<file path="src/rtl/branch_resolve_stage_pkg.sv">
// Shared definitions for the branch resolution stage: condition-code
// encodings, FSM state enum, squash counter width and a saturating increment.
package branch_resolve_stage_pkg;

   localparam int CNT_W = 4;

   typedef enum logic [2:0] {
      BR_EQ  = 3'b000,
      BR_NE  = 3'b001,
      BR_LT  = 3'b010,
      BR_GE  = 3'b011,
      BR_GT  = 3'b100,
      BR_LE  = 3'b101,
      BR_JMP = 3'b110,
      BR_RSV = 3'b111
   } br_op_e;

   typedef enum logic {
      ST_RUN    = 1'b0,
      ST_SQUASH = 1'b1
   } state_e;

   function automatic logic [31:0] sat_inc32(input logic [31:0] v);
      return (v == 32'hFFFF_FFFF) ? v : v + 32'd1;
   endfunction

endpackage

</file>
<file path="src/rtl/branch_resolve_stage_if.sv">
// Bus between the EX-stage comparator / front-end and the branch resolution
// stage. master = upstream/downstream environment, slave = the stage itself.
interface branch_resolve_stage_if #(
   parameter int ADDR_W = 32
);
   logic              in_valid;
   logic              in_ready;
   logic              is_branch;
   logic [2:0]        br_op;
   logic              cmp_eq;
   logic              cmp_lt;
   logic              cmp_gt;
   logic              pred_taken;
   logic [ADDR_W-1:0] pc;
   logic [ADDR_W-1:0] offset;
   logic              flush;
   logic              out_valid;
   logic              out_ready;
   logic              taken;
   logic [ADDR_W-1:0] next_pc;
   logic              redirect;
   logic [ADDR_W-1:0] redirect_pc;
   logic [31:0]       stat_branches;
   logic [31:0]       stat_mispred;

   modport master (
      output in_valid, is_branch, br_op, cmp_eq, cmp_lt, cmp_gt, pred_taken,
             pc, offset, flush, out_ready,
      input  in_ready, out_valid, taken, next_pc, redirect, redirect_pc,
             stat_branches, stat_mispred
   );

   modport slave (
      input  in_valid, is_branch, br_op, cmp_eq, cmp_lt, cmp_gt, pred_taken,
             pc, offset, flush, out_ready,
      output in_ready, out_valid, taken, next_pc, redirect, redirect_pc,
             stat_branches, stat_mispred
   );
endinterface

</file>
<file path="src/rtl/branch_cond_eval.sv">
// Combinational branch condition: maps the condition code and the
// comparator flags to a single "condition holds" bit.
module branch_cond_eval
   import branch_resolve_stage_pkg::*;
(
   input  logic [2:0] br_op_i,
   input  logic       cmp_eq_i,
   input  logic       cmp_lt_i,
   input  logic       cmp_gt_i,
   output logic       cond_o
);

   // Decode the condition code; the reserved code never takes.
   always_comb begin
      cond_o = 1'b0;
      case (br_op_i)
         BR_EQ:   cond_o = cmp_eq_i;
         BR_NE:   cond_o = ~cmp_eq_i;
         BR_LT:   cond_o = cmp_lt_i;
         BR_GE:   cond_o = cmp_gt_i | cmp_eq_i;
         BR_GT:   cond_o = cmp_gt_i;
         BR_LE:   cond_o = cmp_lt_i | cmp_eq_i;
         BR_JMP:  cond_o = 1'b1;
         default: cond_o = 1'b0;
      endcase
   end

endmodule

</file>
<file path="src/rtl/branch_resolve_stage.sv">
// Registered branch resolution stage: resolves direction and next PC,
// checks the front-end prediction, pulses a redirect on a mispredict and
// drops the following SQUASH_CYC wrong-path inputs.
// Optional feature: define BRANCH_STATS_EN to build the saturating
// branch / mispredict counters; otherwise stat_* are tied to zero.
module branch_resolve_stage
   import branch_resolve_stage_pkg::*;
#(
   parameter int ADDR_W     = 32,
   parameter int PC_STEP    = 1,
   parameter int SQUASH_CYC = 2
) (
   input  logic                   clk,
   input  logic                   reset_n,
   branch_resolve_stage_if.slave  bus
);

   localparam logic [ADDR_W-1:0] STEP    = ADDR_W'(PC_STEP);
   localparam logic [CNT_W-1:0]  SQ_INIT = CNT_W'(SQUASH_CYC);

   state_e             state_q;
   logic [CNT_W-1:0]   cnt_q;
   logic               out_valid_q;
   logic               taken_q;
   logic               redirect_q;
   logic [ADDR_W-1:0]  next_pc_q;
   logic [ADDR_W-1:0]  redirect_pc_q;

   logic               cond;
   logic               in_ready;
   logic               run_acc;
   logic               mispred;
   logic               taken_d;
   logic [ADDR_W-1:0]  next_pc_d;

   branch_cond_eval u_cond (
      .br_op_i  (bus.br_op),
      .cmp_eq_i (bus.cmp_eq),
      .cmp_lt_i (bus.cmp_lt),
      .cmp_gt_i (bus.cmp_gt),
      .cond_o   (cond)
   );

   // While squashing every input is swallowed, so the stage is always ready.
   assign in_ready  = (state_q == ST_SQUASH) | ~out_valid_q | bus.out_ready;
   assign run_acc   = bus.in_valid & in_ready & (state_q == ST_RUN);
   assign taken_d   = bus.is_branch & cond;
   assign next_pc_d = taken_d ? (bus.pc + bus.offset) : (bus.pc + STEP);
   assign mispred   = bus.is_branch & (taken_d != bus.pred_taken);

   // Output register, redirect pulse and RUN/SQUASH control; flush overrides all.
   always_ff @(posedge clk or negedge reset_n) begin
      if (!reset_n) begin
         state_q       <= ST_RUN;
         cnt_q         <= '0;
         out_valid_q   <= 1'b0;
         taken_q       <= 1'b0;
         redirect_q    <= 1'b0;
         next_pc_q     <= '0;
         redirect_pc_q <= '0;
      end else begin
         redirect_q <= 1'b0;
         if (bus.flush) begin
            out_valid_q <= 1'b0;
            state_q     <= ST_RUN;
            cnt_q       <= '0;
         end else begin
            if (out_valid_q & bus.out_ready) out_valid_q <= 1'b0;
            case (state_q)
               ST_RUN: begin
                  if (run_acc) begin
                     out_valid_q <= 1'b1;
                     taken_q     <= taken_d;
                     next_pc_q   <= next_pc_d;
                     if (mispred) begin
                        redirect_q    <= 1'b1;
                        redirect_pc_q <= next_pc_d;
                        state_q       <= ST_SQUASH;
                        cnt_q         <= SQ_INIT;
                     end
                  end
               end
               ST_SQUASH: begin
                  if (cnt_q == '0) begin
                     state_q <= ST_RUN;
                  end else if (bus.in_valid) begin
                     cnt_q <= cnt_q - 1'b1;
                     if (cnt_q == CNT_W'(1)) state_q <= ST_RUN;
                  end
               end
               default: state_q <= ST_RUN;
            endcase
         end
      end
   end

   assign bus.in_ready    = in_ready;
   assign bus.out_valid   = out_valid_q;
   assign bus.taken       = taken_q;
   assign bus.next_pc     = next_pc_q;
   assign bus.redirect    = redirect_q;
   assign bus.redirect_pc = redirect_pc_q;

`ifdef BRANCH_STATS_EN
   logic [31:0] br_cnt_q;
   logic [31:0] mp_cnt_q;

   // Saturating counters of resolved branches and issued redirects.
   always_ff @(posedge clk or negedge reset_n) begin
      if (!reset_n) begin
         br_cnt_q <= '0;
         mp_cnt_q <= '0;
      end else if (!bus.flush && run_acc) begin
         if (bus.is_branch) br_cnt_q <= sat_inc32(br_cnt_q);
         if (mispred)       mp_cnt_q <= sat_inc32(mp_cnt_q);
      end
   end

   assign bus.stat_branches = br_cnt_q;
   assign bus.stat_mispred  = mp_cnt_q;
`else
   assign bus.stat_branches = 32'd0;
   assign bus.stat_mispred  = 32'd0;
`endif

endmodule

</file>
<file path="src/flat_wrapper.sv">
// flat-port wrapper written by rule: the top's interface ports become plain ports
module branch_resolve_stage_flat import branch_resolve_stage_pkg::*;
#(
   parameter int ADDR_W     = 32,
   parameter int PC_STEP    = 1,
   parameter int SQUASH_CYC = 2
)
  (clk, reset_n, bus_in_valid, bus_is_branch, bus_br_op, bus_cmp_eq, bus_cmp_lt, bus_cmp_gt, bus_pred_taken, bus_pc, bus_offset, bus_flush, bus_out_ready, bus_in_ready, bus_out_valid, bus_taken, bus_next_pc, bus_redirect, bus_redirect_pc, bus_stat_branches, bus_stat_mispred);
  branch_resolve_stage_if #(.ADDR_W(ADDR_W)) bus_i ();
  input  logic clk;
  input  logic reset_n;
  input wire logic [$bits(bus_i.in_valid)-1:0] bus_in_valid;
  input wire logic [$bits(bus_i.is_branch)-1:0] bus_is_branch;
  input wire logic [$bits(bus_i.br_op)-1:0] bus_br_op;
  input wire logic [$bits(bus_i.cmp_eq)-1:0] bus_cmp_eq;
  input wire logic [$bits(bus_i.cmp_lt)-1:0] bus_cmp_lt;
  input wire logic [$bits(bus_i.cmp_gt)-1:0] bus_cmp_gt;
  input wire logic [$bits(bus_i.pred_taken)-1:0] bus_pred_taken;
  input wire logic [$bits(bus_i.pc)-1:0] bus_pc;
  input wire logic [$bits(bus_i.offset)-1:0] bus_offset;
  input wire logic [$bits(bus_i.flush)-1:0] bus_flush;
  input wire logic [$bits(bus_i.out_ready)-1:0] bus_out_ready;
  output wire logic [$bits(bus_i.in_ready)-1:0] bus_in_ready;
  output wire logic [$bits(bus_i.out_valid)-1:0] bus_out_valid;
  output wire logic [$bits(bus_i.taken)-1:0] bus_taken;
  output wire logic [$bits(bus_i.next_pc)-1:0] bus_next_pc;
  output wire logic [$bits(bus_i.redirect)-1:0] bus_redirect;
  output wire logic [$bits(bus_i.redirect_pc)-1:0] bus_redirect_pc;
  output wire logic [$bits(bus_i.stat_branches)-1:0] bus_stat_branches;
  output wire logic [$bits(bus_i.stat_mispred)-1:0] bus_stat_mispred;
  assign bus_i.in_valid = bus_in_valid;
  assign bus_i.is_branch = bus_is_branch;
  assign bus_i.br_op = bus_br_op;
  assign bus_i.cmp_eq = bus_cmp_eq;
  assign bus_i.cmp_lt = bus_cmp_lt;
  assign bus_i.cmp_gt = bus_cmp_gt;
  assign bus_i.pred_taken = bus_pred_taken;
  assign bus_i.pc = bus_pc;
  assign bus_i.offset = bus_offset;
  assign bus_i.flush = bus_flush;
  assign bus_i.out_ready = bus_out_ready;
  assign bus_in_ready = bus_i.in_ready;
  assign bus_out_valid = bus_i.out_valid;
  assign bus_taken = bus_i.taken;
  assign bus_next_pc = bus_i.next_pc;
  assign bus_redirect = bus_i.redirect;
  assign bus_redirect_pc = bus_i.redirect_pc;
  assign bus_stat_branches = bus_i.stat_branches;
  assign bus_stat_mispred = bus_i.stat_mispred;
  branch_resolve_stage #(.ADDR_W(ADDR_W), .PC_STEP(PC_STEP), .SQUASH_CYC(SQUASH_CYC)) u_core (.clk(clk), .reset_n(reset_n), .bus(bus_i));
endmodule
</file>
<file path="config.mk">
export PLATFORM = sky130hd
export DESIGN_NAME = branch_resolve_stage_flat
export DESIGN_NICKNAME = d
export VERILOG_FILES = /design/src/rtl/branch_resolve_stage_pkg.sv /design/src/rtl/branch_resolve_stage_if.sv /design/src/rtl/branch_cond_eval.sv /design/src/rtl/branch_resolve_stage.sv /design/src/flat_wrapper.sv
export SDC_FILE = /design/constraint.sdc
export NUM_CORES = 1
export LEC_CHECK = 0
export BUFFER_PORTS_ARGS = -buffer_cell sky130_fd_sc_hd__buf_2
export CORE_MARGIN = 2
export CORE_UTILIZATION = 45
export CTS_CLUSTER_SIZE = 16
export DETAILED_ROUTE_END_ITERATION = 16
export GPL_TIMING_DRIVEN = 0
export PLACE_DENSITY = 0.8
export SLEW_MARGIN = 5
export SYNTH_ARGS = -nofsm -noshare
export SYNTH_HDL_FRONTEND = slang
export SYNTH_HIERARCHICAL = 1
export SYNTH_SLANG_ARGS = --single-unit
</file>
<file path="constraint.sdc">
create_clock -name clk -period 2.52 [get_ports clk]
set_input_delay 0.378 -clock clk [delete_from_list [all_inputs] [get_ports clk]]
set_output_delay 0.378 -clock clk [all_outputs]
set_load 0.005 [all_outputs]
</file>
; After elaboration in Yosys (flattened, before gate mapping)
; Index checks and enable logic that the tools add are counted.
[word_totals]
regBits = 72
input_bits = 77
out_inout_bits = 132
[classes]
addsub = 3
eq_ne = 12
muxes = 21
bitwise_logic = 13
reduce_logical = 5
[op_table]
columns = op, n
row1 = "adder 32 x 1 -> 32 bit, second input constant", 1
row2 = adder 32 bit, 1
row3 = 2-to-1 mux 32 bit, 1
row4 = 2-to-1 mux 4 bit, 5
row5 = 2-to-1 mux 1 bit, 12
row6 = "== test 3 bit, second input constant", 3
row7 = one-hot mux 4 bit (2 select lines), 1
row8 = AND reduction 4 bit, 2
row9 = one-hot mux 1 bit (7 select lines), 1
row10 = "== test 3 x 2 -> 1 bit, second input constant", 2
row11 = "!= test 3 x 2 -> 1 bit, second input constant", 2
row12 = "!= test 3 bit, second input constant", 2
row13 = bitwise AND 1 bit, 5
row14 = "== test 4 x 1 -> 1 bit, second input constant", 1
row15 = zero test 4 bit, 1
row16 = NOT 1 bit, 4
row17 = OR 1 bit, 4
row18 = "subtractor 4 x 1 -> 4 bit, second input constant", 1
row19 = "== test 3 x 1 -> 1 bit, second input constant", 1
row20 = zero test 3 bit, 1
row21 = AND reduction 3 bit, 1
row22 = one-hot mux 1 bit (2 select lines), 1
row23 = != test 1 bit, 1

; Longest topological paths before layout
[logic_depth]
ltp_word = 9
mapped_depth = 14

; Modules after synthesis
; The synthesis kept the hierarchy.
[modules_own_cells]
columns = mod, n_inst, cells_per_inst, area_each_um2, seq_area_each_um2
row1 = branch_resolve_stage, 1, 605, 5357.6, 1801.7
row2 = branch_cond_eval, 1, 9, 70.1, 0.0

; Worst setup path before layout
; Ideal clock, no wire load.
[synth_path]
path_type = input-to-reg
start = input bus_br_op[1]
end = register u_core.next_pc_q[28], in the netlist u_core/bus.next_pc[28]
setup_time_ns = 0.125
arrival_time_ns = 3.327
required_time_ns = 2.395
setup_slack_ns = -0.932
stages = 14
path_cell_list = nor3_1 > a21o_2 > a211oi_1 > clkbuf_1 > and3_1 > ha_1 > buf_2 > a2111o_1 > a311oi_1 > nor4_1 > nor3_1 > o31ai_1 > xnor2_1 > mux2_2
[synth_via]
elab_chain_len = 4
elab_cells_between_ends = 10
[synth_lines]
columns = item, line_no
row1 = "start, declared", flat_wrapper.sv:14  ; input wire logic [$bits(bus_i.br_op)-1:0] bus_br_op;
row2 = == test 3 bit (tied with other cells), branch_cond_eval.sv:16  ; case (br_op_i)
row3 = one-hot mux 1 bit (7 select lines) *, branch_cond_eval.sv:16
row4 = via u_core.cond, branch_resolve_stage.sv:29  ; logic cond;
row5 = bitwise AND 1 bit *, branch_resolve_stage.sv:47  ; assign taken_d = bus.is_branch & cond;
row6 = 2-to-1 mux 32 bit *, branch_resolve_stage.sv:48  ; assign next_pc_d = taken_d ? (bus.pc + bus.offset) : (bus.pc + STEP);
row7 = "end signal, assigned", branch_resolve_stage.sv:74  ; next_pc_q <= next_pc_d;
row8 = "end, declared", branch_resolve_stage.sv:26  ; logic [ADDR_W-1:0] next_pc_q;
; Mark *: on every way through the listed nets, which the timed path passes. The rest lies on a longest branch.
; A chain may end at the register's enable or synchronous reset.

; Worst setup path after layout
[layout_path]
start = input bus_cmp_eq
end = register u_core.redirect_pc_q[24], in the netlist u_core/bus.redirect_pc[24]
[layout_via]
elab_chain_len = 6
elab_cells_between_ends = 9
[layout_lines]
columns = item, line_no
row1 = "start, declared", flat_wrapper.sv:15  ; input wire logic [$bits(bus_i.cmp_eq)-1:0] bus_cmp_eq;
row2 = OR 1 bit (tied with other cells), branch_cond_eval.sv:22  ; BR_LE: cond_o = cmp_lt_i | cmp_eq_i;
row3 = one-hot mux 1 bit (7 select lines) *, branch_cond_eval.sv:16
row4 = via u_core.cond, branch_resolve_stage.sv:29
row5 = bitwise AND 1 bit *, branch_resolve_stage.sv:47
row6 = != test 1 bit, branch_resolve_stage.sv:49  ; assign mispred = bus.is_branch & (taken_d != bus.pred_taken);
row7 = bitwise AND 1 bit, branch_resolve_stage.sv:49
row8 = AND reduction 4 bit (no line), -
row9 = "end signal, assigned", branch_resolve_stage.sv:77  ; redirect_pc_q <= next_pc_d;
row10 = "end, declared", branch_resolve_stage.sv:27  ; logic [ADDR_W-1:0] redirect_pc_q;
; Marked as above.

==> results.sh <==
export IMPL_via_count=5565
export IMPL_overflow=0
export IMPL_clkSinkCount=72
export IMPL_worstMarginPinSlew_ps=665
export IMPL_clock_latency_ps=330
export IMPL_skew_ps=7.45
export IMPL_antenna_found_initial=0
export IMPL_yosys_area_top_type="dfrtp_1"
export IMPL_cts_buffers=9
export IMPL_syn2layout_area_growth_pct=58.2
export IMPL_slew_headroom_pct=55.7
export IMPL_powerDensity_nw_per_um2=611
export IMPL_max_cap_violations=0
export IMPL_final_cell_count_no_fill=1036
export IMPL_syn_avg_cell_area_um2=8.84
export IMPL_grt_setup_unrepaired="yes"
export IMPL_drc=0
export IMPL_arrival_ps=3520
export IMPL_dieArea_um2=13000
export IMPL_grt_max_degree=44
export IMPL_setup_slack_ps=-797
export IMPL_async_reset_ff_share_pct=100
export IMPL_start_kind="input pin"
export IMPL_firstDrtPassIters=5
export IMPL_min_period_ps=3320
export IMPL_max_freq_ghz=0.302
export IMPL_outcome="finished with violations"
export IMPL_p_total_w=0.00525
export IMPL_cp_end_kind="flip-flop"
export IMPL_via_per_inst=5.37
export IMPL_max_vdd_ir_drop_v=0.000309
export IMPL_drive_above_1_share_pct=51.0
export IMPL_yosysUniqueCellTypes=58
export IMPL_dpl_worst_slack_ps=-1790
export IMPL_r2r_slack_ps=210
export IMPL_path_class="input pin to flip-flop"
export IMPL_required_ps=2730
export IMPL_nNetsFinal=998
export IMPL_p_leak_nw=4.36
export IMPL_antennaDiodeCount=0
export IMPL_drv_slew=0
export IMPL_ys_ff_latch=72
export IMPL_cp_max_fo=4
export IMPL_yosysWarningCount=6
export IMPL_synth_area_leaders="dfrtp_1 (33%), buf_4 (9.0%), ha_1 (7.8%)"
export IMPL_cts_root_buf="clkbuf_16"
export IMPL_grt_pass1_vias=5235
export IMPL_netlist_instances=614
export IMPL_ys_seq_area_share_pct=33.2
export IMPL_drt_iter0_markers=396
export IMPL_min_path_type="input pin to flip-flop"
export IMPL_die_h_um=114
export IMPL_drtAntennaViolNets=0
export IMPL_synth_ff_type="dfrtp_1"
export IMPL_cts_tree="built"
export IMPL_dp_hpwl_um=11500
export IMPL_setup_viol=56
export IMPL_cts_buffer_depth=2
export IMPL_port_buffers=143
export IMPL_ios=209
export IMPL_stdcell_area_um2=8580
export IMPL_final_hold_violation_count=0
export IMPL_synth_top_cell_area_share_pct=33.2
export IMPL_holdWs_ps=289
export IMPL_initial_core_util_pct=45.6
export IMPL_clkTransAtPathRegs_ps=60
export IMPL_num_rows=40
export IMPL_timing_final_crit_share_pct=132
export IMPL_ctsHtreeMaxLevel=3
export IMPL_violations="negative setup slack"
export IMPL_post_drt_wl_per_cell_um=17.0
export IMPL_core_area_um2=11900
export IMPL_synth_area_um2=5430
export IMPL_grt_pass1_wl_um=25700
export IMPL_die_w_um=114
export IMPL_dp_cells=968
export IMPL_place_congestion=0.910
export IMPL_grtUsageTotal_pct=25.0
export IMPL_placed_area_um2=6720
export IMPL_synth_edf_count=0
export IMPL_routed_wl_um=17600
==> placed cells by master, fill, tap and decap left out, drive strengths merged, types with 2 or more instances in the layout <==
cell type | Yosys | routed
a31oi | 10 | 10
clkbuf | 16 | 29
a211oi | 2 | 2
nand2 | 97 | 97
ha | 34 | 34
buf | 79 | 277
o21bai | 3 | 3
and2 | 4 | 4
conb | 1 | 64
o31ai | 9 | 9
dfrtp | 72 | 72
inv | 8 | 8
o211ai | 6 | 6
nor3 | 9 | 9
mux2 | 30 | 30
a21boi | 2 | 2
o21a | 6 | 6
and3 | 35 | 35
a21oi | 36 | 36
nand3 | 15 | 15
xor2 | 15 | 15
o21ai | 21 | 21
a221o | 3 | 3
or3 | 2 | 2
a21o | 20 | 20
nor4 | 2 | 2
xnor2 | 15 | 15
nand4 | 9 | 9
or2 | 3 | 3
a41oi | 2 | 2
nand2b | 5 | 5
nor2 | 23 | 23
a211o | 3 | 3
==> routing by layer <==
metal	wire [um]	GRT usage, %	vias to the layer above
li1	-	-	2585
met1	7160	31.9	2649
met2	8740	43.6	290
met3	1240	3.40	41
met4	426	8.86	0
met5	0	0	-
==> worst max-delay path, cell delays in order <==
cell and delay [ps]:
buf_8 100, buf_6 120, xor2_4 190, o31ai_4 90, a211oi_4 200, buf_6 180, nand2_4 50, or2_4 250
ha_4 160, fa_2 380, a21oi_4 160, o211ai_1 190, a21oi_1 230, a21o_1 270, o21bai_1 100, xor2_1 180
mux2_4 280
==> cell type report <==
type	instances	area [um^2]
inverters	8	30.0
multi-input cells	502	4290
repair buffers	202	1310
plain buffers	91	696
fillers	848	3330
clock buffers	14	274
well taps	147	184
flip-flops and latches	72	1800
==> registers in the layout, indices dropped and copies added (netlist names) <==
signal,count
u_core/bus.taken,1
u_core/bus.next_pc,32
u_core/bus.redirect_pc,32
u_core/bus.out_valid,1
u_core/cnt_q,4
u_core/state_q,1
u_core/bus.redirect,1
==> path summary, 6_finish.rpt <==
path / from / to / cells past startpoint
min in group asynchronous: reset_n / u_core/cnt_q[0] / 2
worst min-delay path: bus_flush / u_core/bus.out_valid / 2
worst max-delay path: bus_cmp_eq / u_core/bus.redirect_pc[24] / 17
worst max register to register: u_core/state_q / u_core/bus.redirect_pc[17] / 7
worst min register to register: u_core/bus.next_pc[5] / u_core/bus.next_pc[5] / 2
max in group asynchronous: reset_n / u_core/bus.next_pc[6] / 3
==> kinds of logic after synthesis <==
kind of cell | after synthesis | share of synthesized area, %
adders and majority gates | 35 | 8.21
AOI/OAI and AO/OA | 133 | 16.6
DFF | 72 | 33.2
other | 1 | 0.0691
muxes | 31 | 6.41
buffers and inverters | 103 | 12.4
and+or+nand+nor | 209 | 18.2
xor gates and xnor gates | 30 | 4.84
==> power by group <==
part	total, W	internal (W)	switching, W
Clock	0.00119	0.000737	0.000451
Sequential	0.00176	0.00155	0.000212
Combinational	0.00230	0.00123	0.00107
==> repair_timing <==
action | in CTS | in global routing
hold endpoints to repair | 14 | 0
hold buffers | 1 | 0
gates resized for setup | 151 | 90
pin swaps | 61 | 59
buffers inserted | 35 | 22
endpoints found under the setup margin | 62 | 61
gates cloned | 1 | 0
==> synthesized netlist by cell type (2+ instances only) <==
| master | number |
|---|---|
| nand3_1 | 15 |
| or2_2 | 3 |
| mux2_2 | 30 |
| buf_6 | 4 |
| a31oi_1 | 10 |
| o21bai_1 | 3 |
| nand2_1 | 97 |
| buf_2 | 10 |
| o21a_1 | 6 |
| a211oi_1 | 2 |
| clkbuf_1 | 15 |
| a21oi_2 | 3 |
| inv_1 | 8 |
| nor3_1 | 9 |
| nand2b_1 | 5 |
| and3_1 | 35 |
| nand4_1 | 9 |
| o21ai_0 | 18 |
| a221o_1 | 3 |
| and2_1 | 4 |
| a41oi_1 | 2 |
| a21o_2 | 2 |
| dfrtp_1 | 72 |
| ha_1 | 34 |
| or3_1 | 2 |
| o31ai_1 | 8 |
| xor2_1 | 15 |
| nor2_1 | 23 |
| o21ai_1 | 3 |
| a21o_1 | 18 |
| o211ai_1 | 6 |
| buf_4 | 65 |
| xnor2_1 | 15 |
| nor4_1 | 2 |
| a21oi_1 | 33 |
| a211o_1 | 3 |
==> stage by stage <==
stage,setup TNS (ps),utilization (%)
after CTS,-28400,67.2
after detailed placement,-84810,56.4
after global placement,-83870,56.2
final,-30940,72.1
after global routing,-35450,72.1
after floorplan,-26190,-
No activity file was read; power rests on OpenSTA's default activity.
